===== src/rtl/ioctl_dispatch_pkg.sv =====
// ioctl_dispatch_pkg: shared FSM state type and default ioctl index assignments
package ioctl_dispatch_pkg;
  typedef enum logic [1:0] {IDLE, LOAD, STRETCH} state_t;
  localparam int ROM_INDEX_DEF      = 0;
  localparam int MOD_BASE_INDEX_DEF = 1;
  localparam int DIP_INDEX_DEF      = 254;
endpackage


===== src/rtl/ioctl_reset_stretch.sv =====
// ioctl_reset_stretch: down-counter that holds the core in reset for CYCLES cycles after a ROM load
//   clk_sys, reset : clock and synchronous active-high reset
//   start          : one-cycle pulse on the cycle the load finishes
//   done           : high on the last stretch cycle
module ioctl_reset_stretch #(
  parameter int CYCLES = 256
) (
  input  logic clk_sys,
  input  logic reset,
  input  logic start,
  output logic done
);
  localparam int W = CYCLES > 0 ? $clog2(CYCLES + 1) : 1;
  logic [W-1:0] cnt;
  always_ff @(posedge clk_sys) begin
    if (reset) cnt <= '0;
    else if (start) cnt <= W'(CYCLES);
    else if (cnt != '0) cnt <= cnt - W'(1);
  end
  assign done = cnt == W'(1);
endmodule


===== src/rtl/ioctl_dispatch.sv =====
// ioctl_dispatch: routes HPS ioctl bytes to ROM regions, DIP and mod registers, and sequences core reset
//   ioctl_*      : HPS download interface; ioctl_wait stalls the HPS while a ROM byte is pending
//   rom_*        : one-hot per-region ROM write port with per-region ready
//   dip_sw       : DIP bytes, byte n at [8n+7:8n]
//   mod_reg      : mod bytes, byte n at [8n+7:8n]
//   core_reset   : held during reset, load and the post-load stretch
//   dl_done      : one-cycle pulse when a ROM load finishes
//   dl_checksum  : byte sum of completed ROM writes of the last load
//   dl_dropped   : saturating count of rejected ROM bytes of the last load
module ioctl_dispatch
  import ioctl_dispatch_pkg::*;
#(
  parameter int ADDR_W         = 25,
  parameter int REGIONS        = 4,
  parameter int REGION_AW      = 16,
  parameter int DIP_BYTES      = 8,
  parameter int DIP_INDEX      = DIP_INDEX_DEF,
  parameter int MOD_COUNT      = 2,
  parameter int MOD_BASE_INDEX = MOD_BASE_INDEX_DEF,
  parameter int ROM_INDEX      = ROM_INDEX_DEF,
  parameter int STRETCH_CYCLES = 256
) (
  input  logic                   clk_sys,
  input  logic                   reset,
  input  logic                   ioctl_download,
  input  logic [7:0]             ioctl_index,
  input  logic                   ioctl_wr,
  input  logic [ADDR_W-1:0]      ioctl_addr,
  input  logic [7:0]             ioctl_dout,
  output logic                   ioctl_wait,
  output logic [REGIONS-1:0]     rom_wr,
  output logic [REGION_AW-1:0]   rom_addr,
  output logic [7:0]             rom_data,
  input  logic [REGIONS-1:0]     rom_ready,
  output logic [DIP_BYTES*8-1:0] dip_sw,
  output logic [MOD_COUNT*8-1:0] mod_reg,
  output logic                   core_reset,
  output logic                   dl_done,
  output logic [7:0]             dl_checksum,
  output logic [15:0]            dl_dropped
);
  localparam int RW = ADDR_W - REGION_AW;
  localparam int IW = REGIONS > 1 ? $clog2(REGIONS) : 1;
  state_t                 state, next;
  logic [RW-1:0]          region;
  logic                   rom_hit, capture, drop, complete, load_entry, stretch_start, stretch_done;
  logic                   pend_v;
  logic [IW-1:0]          pend_r;
  logic [REGION_AW-1:0]   pend_addr;
  logic [7:0]             pend_data, cksum;
  logic [15:0]            dropped;
  logic [DIP_BYTES*8-1:0] dip_q = '0;
  logic [MOD_COUNT*8-1:0] mod_q = '0;
  assign region   = ioctl_addr[ADDR_W-1:REGION_AW];
  assign rom_hit  = state == LOAD && ioctl_wr && ioctl_index == 8'(ROM_INDEX);
  // A byte arriving while the buffer is occupied is dropped even if it completes this cycle.
  assign capture  = rom_hit && 32'(region) < REGIONS && !pend_v;
  assign drop     = rom_hit && !capture;
  assign complete = pend_v && rom_ready[pend_r];
  always_comb begin
    next = state;
    if (state == IDLE && ioctl_download && ioctl_index == 8'(ROM_INDEX)) next = LOAD;
    if (state == LOAD && !ioctl_download && !pend_v && !rom_hit) next = STRETCH_CYCLES == 0 ? IDLE : STRETCH;
    if (state == STRETCH && stretch_done) next = IDLE;
  end
  assign load_entry    = state == IDLE && next == LOAD;
  assign stretch_start = state == LOAD && next == STRETCH;
  ioctl_reset_stretch #(.CYCLES(STRETCH_CYCLES)) u_stretch (
    .clk_sys (clk_sys),
    .reset   (reset),
    .start   (stretch_start),
    .done    (stretch_done)
  );
  always_ff @(posedge clk_sys) begin
    if (reset) begin
      state     <= IDLE;
      pend_v    <= 1'b0;
      pend_r    <= '0;
      pend_addr <= '0;
      pend_data <= '0;
      cksum     <= '0;
      dropped   <= '0;
    end else begin
      state <= next;
      if (capture) begin
        pend_v    <= 1'b1;
        pend_r    <= IW'(region);
        pend_addr <= ioctl_addr[REGION_AW-1:0];
        pend_data <= ioctl_dout;
      end else if (complete) pend_v <= 1'b0;
      if (load_entry) begin
        cksum   <= '0;
        dropped <= '0;
      end else begin
        if (complete) cksum <= cksum + pend_data;
        if (drop && dropped != 16'hFFFF) dropped <= dropped + 16'd1;
      end
    end
  end
  // DIP and mod registers ignore reset so settings survive a core reset.
  always_ff @(posedge clk_sys) begin
    for (int n = 0; n < DIP_BYTES; n++)
      if (ioctl_wr && ioctl_index == 8'(DIP_INDEX) && ioctl_addr == ADDR_W'(n)) dip_q[8*n +: 8] <= ioctl_dout;
    for (int n = 0; n < MOD_COUNT; n++)
      if (ioctl_wr && ioctl_index == 8'(MOD_BASE_INDEX + n)) mod_q[8*n +: 8] <= ioctl_dout;
  end
  assign ioctl_wait  = pend_v && !reset;
  assign rom_wr      = (pend_v && !reset) ? REGIONS'(1) << pend_r : '0;
  assign rom_addr    = reset ? '0 : pend_addr;
  assign rom_data    = reset ? '0 : pend_data;
  assign dl_checksum = reset ? '0 : cksum;
  assign dl_dropped  = reset ? '0 : dropped;
  assign dl_done     = !reset && state == LOAD && next != LOAD;
  assign core_reset  = reset || state != IDLE;
  assign dip_sw      = dip_q;
  assign mod_reg     = mod_q;
endmodule


===== config.mk =====
export PLATFORM = sky130hd
export DESIGN_NAME = ioctl_dispatch
export DESIGN_NICKNAME = d
export VERILOG_FILES = /design/src/rtl/ioctl_dispatch_pkg.sv /design/src/rtl/ioctl_reset_stretch.sv /design/src/rtl/ioctl_dispatch.sv
export SDC_FILE = /design/constraint.sdc
export NUM_CORES = 1
export LEC_CHECK = 0
export ABC_AREA = 1
export BUFFER_PORTS_ARGS = -buffer_cell sky130_fd_sc_hd__buf_2
export CAP_MARGIN = 10
export CORE_MARGIN = 2
export CORE_UTILIZATION = 56
export DETAILED_ROUTE_END_ITERATION = 12
export GPL_TIMING_DRIVEN = 0
export PLACE_DENSITY = 0.86
export REMOVE_ABC_BUFFERS = 1
export SETUP_SLACK_MARGIN = 0.15
export SLEW_MARGIN = 20
export SYNTH_ARGS = -nofsm -noshare
export SYNTH_HDL_FRONTEND = slang
export SYNTH_HIERARCHICAL = 1
export SYNTH_SLANG_ARGS = --single-unit

===== constraint.sdc =====
create_clock -name clk_sys -period 3.45 [get_ports clk_sys]
set_clock_uncertainty 0.2 [all_clocks]
set_input_delay 0.69 -clock clk_sys [delete_from_list [all_inputs] [get_ports clk_sys]]
set_output_delay 0.69 -clock clk_sys [all_outputs]
set_load 0.01 [all_outputs]

==> out/metrics.yaml <==
whs_ps: 219.7
grt_pass1_vias: 4688
worstSetupPathType: "in -> out"
fin_crit_ps: 3194
overflow: 0
max_freq_mhz: 313.1
cp.arrival_ps: 2300
syn_area_um2: 6135
start_util_pct: 57.09
clk_latency_ps: 530
rsz0062_at_grt: "true"
utilization_pct: 72.33
status: "finished clean"
hold_viol_final: 0
core_area_um2: 10750
netlist_instances: 662
die_h_um: 108.7
clock-root-buffer: "clkbuf_8"
antenna_left: 0
path_cells: "buf_2, inv_1, nand2_1, inv_1, buf_2"
finalSetupTns_ps: 0
cts_buffers: 17
slew_violations: 0
die_x_um: 108.7
dp_hpwl_mm: 10.51
cts_sinks: 142
cap_violations: 0
largest_reg_flops: 64
critPathCaptureType: "output port"
finalSetupViolCount: 0
drtIter0Drc: 345
hp-class: "in -> reg"
fp.dieArea_um2: 11810
gp_routability_congestion: 0.8554
insertedDiodeCount: 0
row_count: 38
wl_per_cell_um: 15.46
drive_gt1_share_pct: 28.77
power.density_nw_per_um2: 514.9
grt_util_all_layers_pct: 26.59
grt_max_degree: 32
synth_warnings: 6
holdBufCountCts: 0
syn_avg_cell_area_um2: 9.267
grt_first_pass_wirelength_mm: 23.50
synth_cell_type_count: 36
ys_seq_elements: 142
fin_crit_sh_pct: 92.57
p_leak_nw: 3.517
relSlewSlack_pct: 34.36
cts_tree: "yes"
routed_via_density: 5.256
vias: 5267
fill_cells: 801
cts_buffer_depth: 2
drc_errors: 0
seq_area_frac_synth_pct: 59.39
path_max_fanout: 31
tightest_slew_ps: 983.5
area_delta_synth_final_pct: 26.70
postCtsSetupRepairBufs: 0
pin_count: 184
cp.required_ps: 2560
antenna_found_initial: 0
power_mw: 4.002
fin_nets: 909
critical_path.slowest_cell: "inv_1"
max_stage_delay_ps: 800
clkSlewWorstSetupHoldPaths_ps: 60
io_buffers: 183
firstDrtPassIters: 6
routed_wl_mm: 15.49
htreeDepth: 4
cp-start-kind: "input port"
ctsResizeCount: 0
ir_drop_uv: 319.1
cell type report:
cell class / count / area [µm²] / share of cell area [%]
clock buffer: 18 / 417.9 / 5.377
clock inverter: 14 / 158.9 / 2.044
inverter: 81 / 309.0 / 3.976
multi-input combinational: 423 / 2141 / 27.54
sequential: 142 / 3643 / 46.88
tap: 140 / 175.2 / 2.254
timing repair buffer: 184 / 927.1 / 11.93
stage by stage:
stage	instances	cell area (µm²)	setup WS, ps
2_1_floorplan	646	6048	921.8
3_3_place_gp	969	7139	91.17
3_5_place_dp	970	7156	167.5
4_1_cts	1002	7732	246.2
5_1_grt	1002	7772	127.2
6_report	1002	7772	256.2
layer usage:
layer | track usage, % | wire length, µm
met1 | 32.07 | 6193
met2 | 46.43 | 7794
met3 | 7.053 | 1158
met4 | 8.608 | 340
met5 | 0 | 0
layout by cell type (no fill, tap or decap), types with 2 or more instances in the layout:
cell type and instances:
buf_2 183, nand2_1 126, nor2_1 109, inv_1 80, edfxtp_1 80, dfxtp_1 62
a21oi_1 52, nand3_1 46, clkbuf_16 16, nand4_1 11, nor3_2 10, ha_1 10
o21ai_0 8, xor2_1 8, nor2_2 7, nor3_1 5, nor2_4 4, nand3b_1 4
nand2_2 4, clkinvlp_4 4, clkinv_4 4, nand2_4 3, xnor2_1 3, inv_6 3
a211oi_1 2, bufinv_16 2
where the power goes:
| group | internal, mW | switching, mW |
|---|---|---|
| logic | 0.140 | 0.249 |
| registers | 1.82 | 0.0281 |
| clock network | 1.04 | 0.729 |
synthesized netlist by cell type:
cell type	n	area share [%]
nand4_1	11	1.1
edfxtp_1	80	39
inv_1	80	4.9
nand2_1	126	7.7
nor2_1	109	6.7
a31oi_1	1	0.10
xor2_1	8	1.1
buf_2	9	0.73
xnor2_1	3	0.43
nand4_4	1	0.35
a211oi_1	2	0.24
nor3_1	14	1.1
nor2_2	7	0.71
and2_0	1	0.10
or2_2	1	0.10
nand2_4	3	0.55
a21oi_4	1	0.27
o21ai_0	8	0.65
nor3_2	1	0.16
ha_1	10	2.0
nor2_4	4	0.73
o21a_1	1	0.12
nor3_4	1	0.27
nand2_2	4	0.41
clkbuf_1	3	0.18
fa_1	1	0.33
and3_1	1	0.10
dfxtp_1	62	20
clkinv_4	1	0.14
o21bai_1	1	0.12
a21oi_1	52	4.2
buf_1	2	0.12
nand3_1	46	3.8
buf_6	2	0.37
nand3b_1	4	0.49
nor4_1	1	0.10
worst max-delay path: cells and delay by family:
kind / cells / cell delay (ps)
simple gates: 1 / 240
buf+inv: 4 / 1370
cells by family (layout without fill, tap and decap cells):
| group | Yosys count | count (layout) | share of synthesized area (%) |
|---|---|---|---|
| and+or+nand+nor | 335 | 335 | 24.47 |
| DFF | 142 | 142 | 59.39 |
| buffers and inverters | 97 | 297 | 6.445 |
| AOI/OAI and AO/OA | 66 | 66 | 5.752 |
| adders and majority gates | 11 | 11 | 2.366 |
| xor gates and xnor gates | 11 | 11 | 1.571 |
path summary, 6_finish.rpt:
| path | from | endpoint | slack [ps] | cells past startpoint |
|---|---|---|---|---|
| setup / recovery | reset | rom_addr[2] | 260 | 5 |
| hold / removal | ioctl_addr[10] | pend_addr[10] | 220 | 3 |
| setup reg to reg | pend_v | pend_data[7] | 1090 | 7 |
| hold reg to reg | pend_addr[11] | pend_addr[11] | 270 | 2 |
No activity file was read; power rests on OpenSTA's default activity.
